**src/rtl/iomem_line_master_pkg.sv**
```systemverilog
// iomem_line_master_pkg: FSM encoding, strobe constants,
// default geometry and the line-alignment helper.
package iomem_line_master_pkg;

  typedef enum logic [1:0] {
    ST_IDLE,
    ST_ISSUE,
    ST_GAP,
    ST_DONE
  } state_e;

  localparam logic [3:0] IOMEM_WSTRB_FULL = 4'hF;
  localparam logic [3:0] IOMEM_WSTRB_NONE = 4'h0;

  localparam int DEF_LINE_WORDS     = 4;
  localparam int DEF_TIMEOUT_CYCLES = 1024;
  localparam int DEF_CNT_W          = 11;

  // Clears the byte-within-line bits of an address.
  function automatic logic [31:0] line_align(
    input logic [31:0] addr,
    input int unsigned words
  );
    logic [31:0] mask;
    mask = (32'(words) << 2) - 32'd1;
    return addr & ~mask;
  endfunction

endpackage

```
**src/rtl/iomem_beat_timer.sv**
```systemverilog
// iomem_beat_timer: per-beat wait counter; clr_i zeroes it,
// en_i counts, expire_o pulses on the last allowed cycle.
// Ports: clk_w, rst_n (sync, low), clr_i, en_i, expire_o.
module iomem_beat_timer
  import iomem_line_master_pkg::*;
#(
  parameter int LIMIT = DEF_TIMEOUT_CYCLES,
  parameter int CNT_W = DEF_CNT_W
) (
  input  logic clk_w,
  input  logic rst_n,
  input  logic clr_i,
  input  logic en_i,
  output logic expire_o
);

  localparam logic [CNT_W-1:0] LAST = CNT_W'(LIMIT - 1);

  logic [CNT_W-1:0] cnt_q;
  logic [CNT_W-1:0] cnt_d;

  always_comb begin
    cnt_d = cnt_q;
    if (clr_i) begin
      cnt_d = '0;
    end else if (en_i) begin
      cnt_d = cnt_q + CNT_W'(1);
    end
  end

  // Fires on the cycle the count sits at LIMIT-1 and
  // the beat is still waiting.
  assign expire_o = en_i && !clr_i && (cnt_q == LAST);

  always_ff @(posedge clk_w) begin
    if (!rst_n) begin
      cnt_q <= '0;
    end else begin
      cnt_q <= cnt_d;
    end
  end

endmodule

```
**src/rtl/iomem_line_master.sv**
```systemverilog
// iomem_line_master: splits one line request into LINE_WORDS
// single-word iomem beats, assembling reads / storing writes.
// Ports: clk_w, rst_n (sync, low); req_* line request in;
// resp_* completion out; iomem_* word-beat master port.
module iomem_line_master
  import iomem_line_master_pkg::*;
#(
  parameter int LINE_WORDS     = DEF_LINE_WORDS,
  parameter int TIMEOUT_CYCLES = DEF_TIMEOUT_CYCLES,
  parameter int CNT_W          = DEF_CNT_W
) (
  input  logic                     clk_w,
  input  logic                     rst_n,
  input  logic                     req_valid_i,
  output logic                     req_ready_o,
  input  logic                     req_write_i,
  input  logic [31:0]              req_addr_i,
  input  logic [LINE_WORDS*32-1:0] req_wdata_i,
  output logic                     resp_valid_o,
  output logic                     resp_err_o,
  output logic [LINE_WORDS*32-1:0] resp_rdata_o,
  output logic                     iomem_valid_o,
  input  logic                     iomem_ready_i,
  output logic [3:0]               iomem_wstrb_o,
  output logic [31:0]              iomem_addr_o,
  output logic [31:0]              iomem_wdata_o,
  input  logic [31:0]              iomem_rdata_i
);

  localparam int BW = $clog2(LINE_WORDS);
  localparam int LB = LINE_WORDS * 32;
  localparam logic [BW-1:0] LAST_BEAT = BW'(LINE_WORDS - 1);

  state_e        state_q, state_d;
  logic [BW-1:0] beat_q, beat_d;
  logic [31:0]   base_q, base_d;
  logic          write_q, write_d;
  logic [LB-1:0] line_q, line_d;
  logic          err_q, err_d;

  logic          req_ready_q, req_ready_d;
  logic          resp_valid_q, resp_valid_d;
  logic          resp_err_q, resp_err_d;
  logic [LB-1:0] rdata_q, rdata_d;
  logic          ivalid_q, ivalid_d;
  logic [3:0]    wstrb_q, wstrb_d;
  logic [31:0]   addr_q, addr_d;
  logic [31:0]   wdata_q, wdata_d;

  logic          tmr_clr;
  logic          tmr_en;
  logic          tmr_expire;
  logic [31:0]   req_base;

  assign req_base = line_align(req_addr_i, LINE_WORDS);
  assign tmr_en   = (state_q == ST_ISSUE) && !iomem_ready_i;

  iomem_beat_timer #(
    .LIMIT (TIMEOUT_CYCLES),
    .CNT_W (CNT_W)
  ) u_timer (
    .clk_w    (clk_w),
    .rst_n    (rst_n),
    .clr_i    (tmr_clr),
    .en_i     (tmr_en),
    .expire_o (tmr_expire)
  );

  always_comb begin
    state_d      = state_q;
    beat_d       = beat_q;
    base_d       = base_q;
    write_d      = write_q;
    line_d       = line_q;
    err_d        = err_q;
    req_ready_d  = req_ready_q;
    resp_valid_d = 1'b0;
    resp_err_d   = 1'b0;
    rdata_d      = rdata_q;
    ivalid_d     = ivalid_q;
    wstrb_d      = wstrb_q;
    addr_d       = addr_q;
    wdata_d      = wdata_q;
    tmr_clr      = 1'b0;

    unique case (state_q)
      ST_IDLE: begin
        // Ready rises one cycle after the response pulse,
        // so no request overlaps a completion.
        req_ready_d = 1'b1;
        if (req_ready_q && req_valid_i) begin
          req_ready_d = 1'b0;
          write_d     = req_write_i;
          base_d      = req_base;
          line_d      = req_wdata_i;
          beat_d      = '0;
          tmr_clr     = 1'b1;
          ivalid_d    = 1'b1;
          addr_d      = req_base;
          wstrb_d     = req_write_i ? IOMEM_WSTRB_FULL
                                    : IOMEM_WSTRB_NONE;
          wdata_d     = req_write_i ? req_wdata_i[31:0] : 32'd0;
          state_d     = ST_ISSUE;
        end
      end

      ST_ISSUE: begin
        if (iomem_ready_i) begin
          if (!write_q) begin
            rdata_d[{beat_q, 5'd0} +: 32] = iomem_rdata_i;
          end
          ivalid_d = 1'b0;
          state_d  = (beat_q == LAST_BEAT) ? ST_DONE : ST_GAP;
        end else if (tmr_expire) begin
          ivalid_d = 1'b0;
          err_d    = 1'b1;
          state_d  = ST_DONE;
        end
      end

      ST_GAP: begin
        // Base is line aligned, so OR-free add stays in line.
        beat_d   = beat_q + BW'(1);
        addr_d   = base_q + {{(30 - BW){1'b0}}, beat_d, 2'b00};
        wdata_d  = write_q ? line_q[{beat_d, 5'd0} +: 32] : 32'd0;
        tmr_clr  = 1'b1;
        ivalid_d = 1'b1;
        state_d  = ST_ISSUE;
      end

      ST_DONE: begin
        resp_valid_d = 1'b1;
        resp_err_d   = err_q;
        err_d        = 1'b0;
        state_d      = ST_IDLE;
      end
    endcase
  end

  always_ff @(posedge clk_w) begin
    if (!rst_n) begin
      state_q      <= ST_IDLE;
      beat_q       <= '0;
      base_q       <= '0;
      write_q      <= 1'b0;
      line_q       <= '0;
      err_q        <= 1'b0;
      req_ready_q  <= 1'b1;
      resp_valid_q <= 1'b0;
      resp_err_q   <= 1'b0;
      rdata_q      <= '0;
      ivalid_q     <= 1'b0;
      wstrb_q      <= IOMEM_WSTRB_NONE;
      addr_q       <= '0;
      wdata_q      <= '0;
    end else begin
      state_q      <= state_d;
      beat_q       <= beat_d;
      base_q       <= base_d;
      write_q      <= write_d;
      line_q       <= line_d;
      err_q        <= err_d;
      req_ready_q  <= req_ready_d;
      resp_valid_q <= resp_valid_d;
      resp_err_q   <= resp_err_d;
      rdata_q      <= rdata_d;
      ivalid_q     <= ivalid_d;
      wstrb_q      <= wstrb_d;
      addr_q       <= addr_d;
      wdata_q      <= wdata_d;
    end
  end

  assign req_ready_o   = req_ready_q;
  assign resp_valid_o  = resp_valid_q;
  assign resp_err_o    = resp_err_q;
  assign resp_rdata_o  = rdata_q;
  assign iomem_valid_o = ivalid_q;
  assign iomem_wstrb_o = wstrb_q;
  assign iomem_addr_o  = addr_q;
  assign iomem_wdata_o = wdata_q;

endmodule

```
**config.mk**
```make
export PLATFORM = sky130hd
export DESIGN_NAME = iomem_line_master
export DESIGN_NICKNAME = d
export VERILOG_FILES = /design/src/rtl/iomem_line_master_pkg.sv /design/src/rtl/iomem_beat_timer.sv /design/src/rtl/iomem_line_master.sv
export SDC_FILE = /design/constraint.sdc
export NUM_CORES = 1
export LEC_CHECK = 0
export CORE_ASPECT_RATIO = 0.9
export CORE_MARGIN = 2
export CORE_UTILIZATION = 50
export CTS_BUF_LIST = sky130_fd_sc_hd__clkbuf_4 sky130_fd_sc_hd__clkbuf_8
export CTS_CLUSTER_DIAMETER = 100
export DETAILED_ROUTE_END_ITERATION = 6
export MAX_ROUTING_LAYER = met4
export PLACE_DENSITY = 0.92
export SLEW_MARGIN = 20
export SYNTH_ARGS = -nofsm -noshare
export SYNTH_HDL_FRONTEND = slang
export SYNTH_HIERARCHICAL = 1
export SYNTH_SLANG_ARGS = --single-unit
```
**constraint.sdc**
```tcl
create_clock -name clk_w -period 2.8 [get_ports clk_w]
set_input_delay 0.56 -clock clk_w [delete_from_list [all_inputs] [get_ports clk_w]]
set_output_delay 0.56 -clock clk_w [all_outputs]
set_load 0.02 [all_outputs]
```
* Word-level counts from Yosys, hierarchy flattened *
Index checks and enable logic that the tools add are counted.

word-level totals
  input bits = 197
  word-level logic and storage cells = 77
  register bits after elaboration = 373
  output and inout bits = 200

operators by class
  $add $sub $neg = 4
  multiplexer cells = 26
  reductions and logical operators = 18
  shift operators = 3
  bitwise operators = 2
  eq/ne operators = 9

operators by type and width
  operator                                                count
  bitwise mux 128 bit                                     1
  two-way mux 32 bit                                      4
  case mux 32 bit (2 select lines)                        2
  variable shift 32 x 9 -> 128 bit, first input constant  1
  variable part select 128 x 8 -> 32 bit                  1
  variable part select 32 x 9 -> 128 bit                  1
  adder 32 x 4 -> 32 bit                                  1
  adder 11 x 1 -> 11 bit, second input constant           1
  == test 11 x 10 -> 1 bit, second input constant         1
  two-way mux 1 bit                                       9
  negator 7 -> 9 bit                                      1
  AND reduction 3 bit                                     3
  two-way mux 2 bit                                       4
  case mux 2 bit (4 select lines)                         1
  AND reduction 2 bit                                     4
  == test 2 bit, second input constant                    3
  inequality test 2 bit, second input constant            3
  logical AND 1 bit                                       4
  two-way mux 4 bit                                       1
  case mux 1 bit (2 select lines)                         2
  case mux 2 bit (2 select lines)                         1
  nonzero test 2 bit                                      2
  inequality test 3 bit, second input constant            1
  case mux 1 bit (3 select lines)                         1
  7 further kinds                                         9

* Longest topological paths before layout *
Gate-level depths: netlist of run 1.

  depth after elaboration = 9
  depth in mapped cells = 11
  gate-level depth less buffers = 8

* By module *
Netlist of run 1, hierarchy kept.

modules (own cells, without submodules)
  module             instances  seq. area each (µm²)  area each (µm²)  cells each
  iomem_line_master  1          7086.8                14428.8          1746
  iomem_beat_timer   1          220.2                 513.0            56

* Worst setup path before layout of run 1 *
No wires, ideal clock.

  path kind = register to register
  start point = reg beat_q[0]
  end point = reg wdata_q[10] (netlist: iomem_wdata_o[10])
  data required time = 2.709 ns
  slack = 0.405 ns
  library setup time = 0.091 ns
  cell stages (with the launch flop) = 11
  clock period less this slack = 2.395 ns
  buffers on the path = 5
  arrival time = 2.304 ns
  path through = dfxtp_1 -> buf_2 -> buf_2 -> inv_1 -> ha_1 -> buf_2 -> nor4bb_1 -> buf_2 -> buf_4 -> a22oi_1 -> a311oi_1

between the ends
  word-level cells in the longest chain between the ends = 4

ends and longest elaborated chain
  what                                    line                      RTL
  start: declaration                      iomem_line_master.sv:35   logic [BW-1:0] beat_q, beat_d;
  start signal: assignment                iomem_line_master.sv:158  beat_q <= beat_d;
  adder 2 x 1 -> 2 bit                    iomem_line_master.sv:123  beat_d = beat_q + BW'(1);
  variable part select 128 x 8 -> 32 bit  iomem_line_master.sv:125  wdata_d = write_q ? line_q[{beat_d, 5'd0} +: 32] : 32'd0;
  two-way mux 32 bit                      iomem_line_master.sv:125
  case mux 32 bit (2 select lines)        iomem_line_master.sv:86   unique case (state_q)
  end signal: assignment                  iomem_line_master.sv:170  wdata_q <= wdata_d;
  end: declaration                        iomem_line_master.sv:48   logic [31:0] wdata_q, wdata_d;

No other way between the ends.
A chain may end at the register's enable or synchronous reset.

==> results.md, run 1 <==
* Ranking of synthesized cells by area: dfxtp_1 (49%), nand2_1 (11%), a21oi_1 (8.9%), mux2_2 (4.8%), nand4_1 (4.3%)
* CP max FO at 9
* GRT Residual Overflow at 0
* Hpwl dp at roughly 32,000 microns
* Yosys warnings at 6
* Worst path slowest cell: clkdlybuf4s50_1
* Routed WL per cell at 19.5 microns
* F_max at 399 MHz
* Final core utilization at between 60% and 70%
* Final RePlAce weighted congestion at 0.932
* Number of global-route vias before repair at 14,881
* Filler Cells Inserted at 2,125
* Dpl ws at 0.226 ns
* Core box area at 29,700 sq um
* Fraction of registers with async set/reset at 0%
* Clock Skew at 0.0177 ns
* Crit-path leading delay family: buffers and inverters
* Final Hold Fails at 0
* Routed WL at 50,000 microns
* DRT antenna net count at 0
* Multi-input gate area at 6830 sq um
* Row Count at 60
* Number of clock sinks at 365
* Crit path time final at 2.51 ns
* Fin nets at approximately 2,300
* Sequential fraction of the synthesis area at 48.9%
* Leakage at 7.27 nW
* Drt first pass iters at 6
* Setup Viol. Count Final at 0
* Critical path, cell by cell: clkdlybuf4s50_1
* GRT Total Usage at about a third
* Most used flip-flop cell after synthesis: dfxtp_1
* Residual DRC count at 0
* Crit Path Class: reg2out
* Crit-path max cell delay at 0.71 ns
* IO Pins at between 300 and 400
* Largest net degree at the start of global routing at 116
* Hold_buf cts at 0
* Max Cap Viol at 0
* First-pass GRT wire length at 77,500 microns
* CTS Buf Count at 57
* Clock slew at reported path FFs at around 0.060 ns
* Number of synthesized flops with an enable pin at 0
* DR iter-0 viols at between 1,000 and 1,500
* Post-CTS Setup Repair Bufs at 0
* Final WS setup at approximately 0.3 ns
* Post-Syn Instances at 1,802
* Clock Tree Root: clkbuf_8
* Die area at 31,300 sq um
* Vias per cell at 5.96
* Post-route clock period utilization at 89.5%
* Final Max Slew Viols at 0
* Longest Clk Path Bufs at 3
* Status: finished, final reports clean
* Startpoint types: flop
* Area delta synth->final at 36.4%
* #FFs+latches synth at 365
* Area leader, netlist: dfxtp_1
* Port bufs at 390
* Slew @ Worst Pin at 0.985 ns
* Worst Setup End Kind: output pin
* Initial antenna violation count at 5
* Hold Path Class: reg2reg
* Pwr Density at 615 nW/um^2
* CTS tree: done
* Post-CTS sizing at 0
* Initial core utilization at 50.4%
* Via count at 15,263
* Die X at 186 microns
* Syn Std Cell Area at 14,900 sq um
* WP data arrival at 1.95 ns
* Worst Path Buf+Inv at 1
* Yosys top cell area share at between 40 and 50%
* Peak supply drop at 0.000454 V
* Synth unique cells at 50
* Setup tns final at 0 ns
* Slew Limit Headroom at 34.3%
* Die Height at between 150 and 200 microns
* Avg Inst Size Synth at 8.29 sq um
* Clock Latency Late Sink at 0.59 ns
* RSZ-0062 raised after global routing: false
* Register area at 7310 sq um
* Layout cells sized above 1 at between 10% and 20%
* Critical path required time at 2.24 ns
* # H-tree levels at 2
-- per-layer routing --
| metal | global-route usage, % | part of all wire, % | vias up |
|---|---|---|---|
| met5 | - | 0 | - |
| met4 | 17.5 | 5.8 | 0 |
| met3 | 9.09 | 11 | 206 |
| met2 | 49.6 | 47 | 942 |
| met1 | 36.3 | 36 | 7132 |
| li1 | - | - | 6983 |
-- area by class of cell --
cell class,instances,share of cell area [%]
Antenna cell,5,0.0614
Clock buffer,87,5.44
Clock inverter,20,1.05
Inverter,12,0.258
Multi-Input combinational cell,1237,33.5
Sequential cell,365,35.9
Tap cell,403,2.47
Timing Repair Buffer,432,21.3
-- power by group --
group | switching, mW | leakage [nW] | internal (mW)
combinational | 1.02 | 3.59 | 0.806
sequential | 0.163 | 2.98 | 5.48
clock | 2.15 | 0.699 | 2.91
-- worst paths after layout --
kind / start / to / slack (ns) / cells after the start
worst max-delay path: iomem_wstrb_o[2]$_SDFFE_PN0P_ / iomem_wstrb_o[0] / 0.29 / 1
worst min-delay path: line_q[54]$_SDFFE_PN0P_ / line_q[54]$_SDFFE_PN0P_ / 0.45 / 2
worst max register to register: beat_q[0]$_SDFFE_PN0P_ / resp_rdata_o[12]$_SDFFE_PN0P_ / 0.39 / 5
worst min register to register: line_q[54]$_SDFFE_PN0P_ / line_q[54]$_SDFFE_PN0P_ / 0.45 / 2
-- cell families (layout without fill, tap and decap cells) --
logic type,Yosys count,in the layout,synth area share [%]
other,1,7,0.0251
xor gates and xnor gates,4,4,0.235
muxes,66,66,4.96
adders and majority gates,7,7,0.586
buffers and inverters,201,551,5.94
AOI/OAI and AO/OA,530,530,20.3
and+or+nand+nor,628,628,19.1
DFF,365,365,48.9
-- registers in the layout, summed over array words and instances (netlist names), 2 cells and up --
register	cells
u_timer/cnt_q	11
iomem_wdata_o	32
state_q	2
iomem_addr_o	29
line_q	128
resp_rdata_o	128
base_q	28
-- layout by cell type (no fill, tap or decap), types with 3 or more instances in the layout --
cell	instances
xor2_1	3
buf_4	31
a22oi_1	32
nor3_1	36
a311oi_1	32
buf_12	11
o21a_1	3
nand2b_1	3
o31ai_1	3
o22ai_1	29
nand2_1	423
ha_1	7
o21ai_0	103
diode_2	5
a31oi_1	29
clkbuf_4	14
bufinv_16	4
nand4_1	102
or4_1	3
clkdlybuf4s50_1	389
dfxtp_1	364
mux2_2	64
a21o_1	32
nand3_1	31
clkinvlp_4	3
clkinv_2	12
nor2_1	8
inv_1	11
a21oi_1	265
clkbuf_8	73
-- synthesized netlist by cell type (2+ instances only) --
cell	n
a21o_1	32
a21oi_1	265
a22oi_1	32
a311oi_1	32
a31oi_1	29
and2_1	2
and4bb_2	2
buf_1	6
buf_2	65
buf_4	11
clkbuf_1	104
clkbuf_2	2
dfxtp_1	365
ha_1	7
inv_1	11
mux2_2	64
mux2i_1	2
nand2_1	423
nand2b_1	3
nand3_1	31
nand3_2	2
nand4_1	102
nand4bb_1	2
nor2_1	8
nor2b_1	2
nor3_1	36
o21a_1	3
o21ai_0	103
o22ai_1	29
o31ai_1	3
or4_1	3
xor2_1	3
-- metrics by stage --
stage / instances / instance area, sq um / power [mW] / hold slack [ns]
5_1_grt: 2561 / 20400 / 13.0 / 0.474
6_report: 2561 / 20400 / 12.5 / 0.453
2_1_floorplan: 1803 / 14900 / 6.71 / 0.430
3_3_place_gp: 2449 / 19000 / 7.47 / 0.438
3_5_place_dp: 2449 / 19000 / 7.53 / 0.445
4_1_cts: 2556 / 20400 / 12.6 / 0.453
Power figures use the tool's default switching activity.
==> run 2: changes to the inputs <==
MAX_ROUTING_LAYER = unset   (was met4)
==> results.md, run 2 (synthesis results as in run 1) <==
* Hold Path Class: reg2reg
* Register area at 7310 sq um
* GRT Residual Overflow at 0
* Most frequent cells in the layout: nand2_1 (423), clkdlybuf4s50_1 (389), dfxtp_1 (364)
* First-pass GRT wire length at between 70,000 and 80,000 microns
* Part of the power in combinational logic at 14.6%
* Hold wc startpoint: line_q[77]$_SDFFE_PN0P_
* Die X at 186 microns
* Crit-path leading delay family: buffers and inverters
* IO Pins at 397
* Setup tns final at 0 ns
* Sequential power share at between 40% and 50%
* Crit Path Class: reg2out
* Met1 WL at 18,100 microns
* Clock Skew at 0.0149 ns
* Clock Tree Root: clkbuf_8
* Sw Ratio at a little over a quarter
* Critical path, cell by cell: clkdlybuf4s50_1
* Worst path slowest cell: clkdlybuf4s50_1
* GRT Total Usage at 30.6%
* DR iter-0 viols at 1,372
* DRT antenna net count at 0
* P_sw at 3.33 mW
* Peak supply drop at around 0.00046 V
* Longest Clk Path Bufs at 3
* Initial core utilization at 50.4%
* Final Hold Fails at 0
* Number of clock sinks at 365
* CTS Buf Count at 57
* Final RePlAce weighted congestion at around 0.92
* Setup Viol. Count Final at 0
* Initial antenna violation count at 5
* Routed WL at ~50,000 microns
* Routed WL per cell at 19.4 microns
* Number of global-route vias before repair at about 15,000
* Area delta synth->final at 36.4%
* RSZ-0062 raised after global routing: false
* Critical R2R Launch: beat_q[0]$_SDFFE_PN0P_
* Startpoint types: flop
* Pwr Density at just over 600 nW/um^2
* CTS tree: done
* Clock Latency Late Sink at 0.59 ns
* Critical path required time at 2.24 ns
* Die Height at 168 microns
* Core box area at around 30,000 sq um
* Vias per cell at slightly below 6
* WP data arrival at 1.92 ns
* Metal3 WL at 5530 microns
* Worst Path Buf+Inv at 1
* # H-tree levels at 2
* Worst Setup SP: iomem_wstrb_o[2]$_SDFFE_PN0P_
* Die area at 31,300 sq um
* Fin nets at around 2,300
* Max Cap Viol at 0
* Slew @ Worst Pin at 1.00 ns
* Met2 Routed Length at 23,200 microns
* Post-CTS sizing at 0
* Post-CTS Setup Repair Bufs at 0
* Crit-path max cell delay at slightly above 0.7 ns
* Largest net degree at the start of global routing at approximately 120
* CP max FO at 9
* Drt first pass iters at 6
* Post-route clock period utilization at 88.5%
* Filler Cells Inserted at 2,125
* Residual DRC count at 0
* Internal power at 9.19 mW
* Commonest non-fill, non-tap cell in the layout: nand2_1
* Clock slew at reported path FFs at 0.06 ns
* Top routing layer in use: met4
* Hpwl dp at between 30,000 and 40,000 microns
* Final core utilization at 68.8%
* Clock share of power at 40.4%
* Final Max Slew Viols at 0
* Row Count at 60
* Crit path time final at about 2.5 ns
* Hold_buf cts at 0
* Slew Limit Headroom at 33.0%
* Layout cells sized above 1 at 10.6%
* F_max at around 400 MHz
* Via count at around 15,000
* Port bufs at 390
* Status: finished, final reports clean
* Leakage at 7.27 nW
* Worst Setup End Kind: output pin
* Multi-input gate area at 6830 sq um
[run 2: final cells by class]
| class | instances | area share (%) |
|---|---|---|
| Antenna cell | 6 | 0.0736 |
| Clock buffer | 87 | 5.44 |
| Clock inverter | 20 | 1.05 |
| Inverter | 12 | 0.258 |
| Multi-Input combinational cell | 1237 | 33.5 |
| Sequential cell | 365 | 35.9 |
| Tap cell | 403 | 2.47 |
| Timing Repair Buffer | 432 | 21.3 |
[run 2: metrics by stage]
stage                     setup WS [ns]  cells  cell area [sq um]  hold WS [ns]  total power, mW
after floorplan                   0.405   1803              14900         0.430             6.71
after global placement            0.244   2449              19000         0.438             7.47
after detailed placement          0.226   2449              19000         0.445             7.53
after CTS                         0.315   2556              20400         0.453             12.6
after global routing              0.183   2559              20400         0.474             13.0
final                             0.321   2562              20400         0.452             12.5
[run 2: final timing paths]
kind                                        end  slack, ns  cells past startpoint
setup / recovery               iomem_wstrb_o[0]       0.32                      1
hold / removal          line_q[77]$_SDFFE_PN0P_       0.45                      2
setup reg to reg  resp_rdata_o[12]$_SDFFE_PN0P_       0.38                      5
hold reg to reg         line_q[77]$_SDFFE_PN0P_       0.45                      2
[run 2: metal layers]
layer	track usage (%)	vias to the layer above
met5	0	-
met4	17.8	0
met3	8.83	201
met2	49.4	944
met1	36.2	7147
li1	-	6988
[run 2: power by group through the flow]
stage / Sequential (mW) / Clock, mW / Combinational, mW
2_1_floorplan: 5.83 / 0 / 0.879
3_3_place_gp: 5.72 / 0 / 1.74
3_5_place_dp: 5.74 / 0 / 1.79
4_1_cts: 5.63 / 5.11 / 1.81
5_1_grt: 5.66 / 5.35 / 1.96
6_report: 5.64 / 5.06 / 1.83
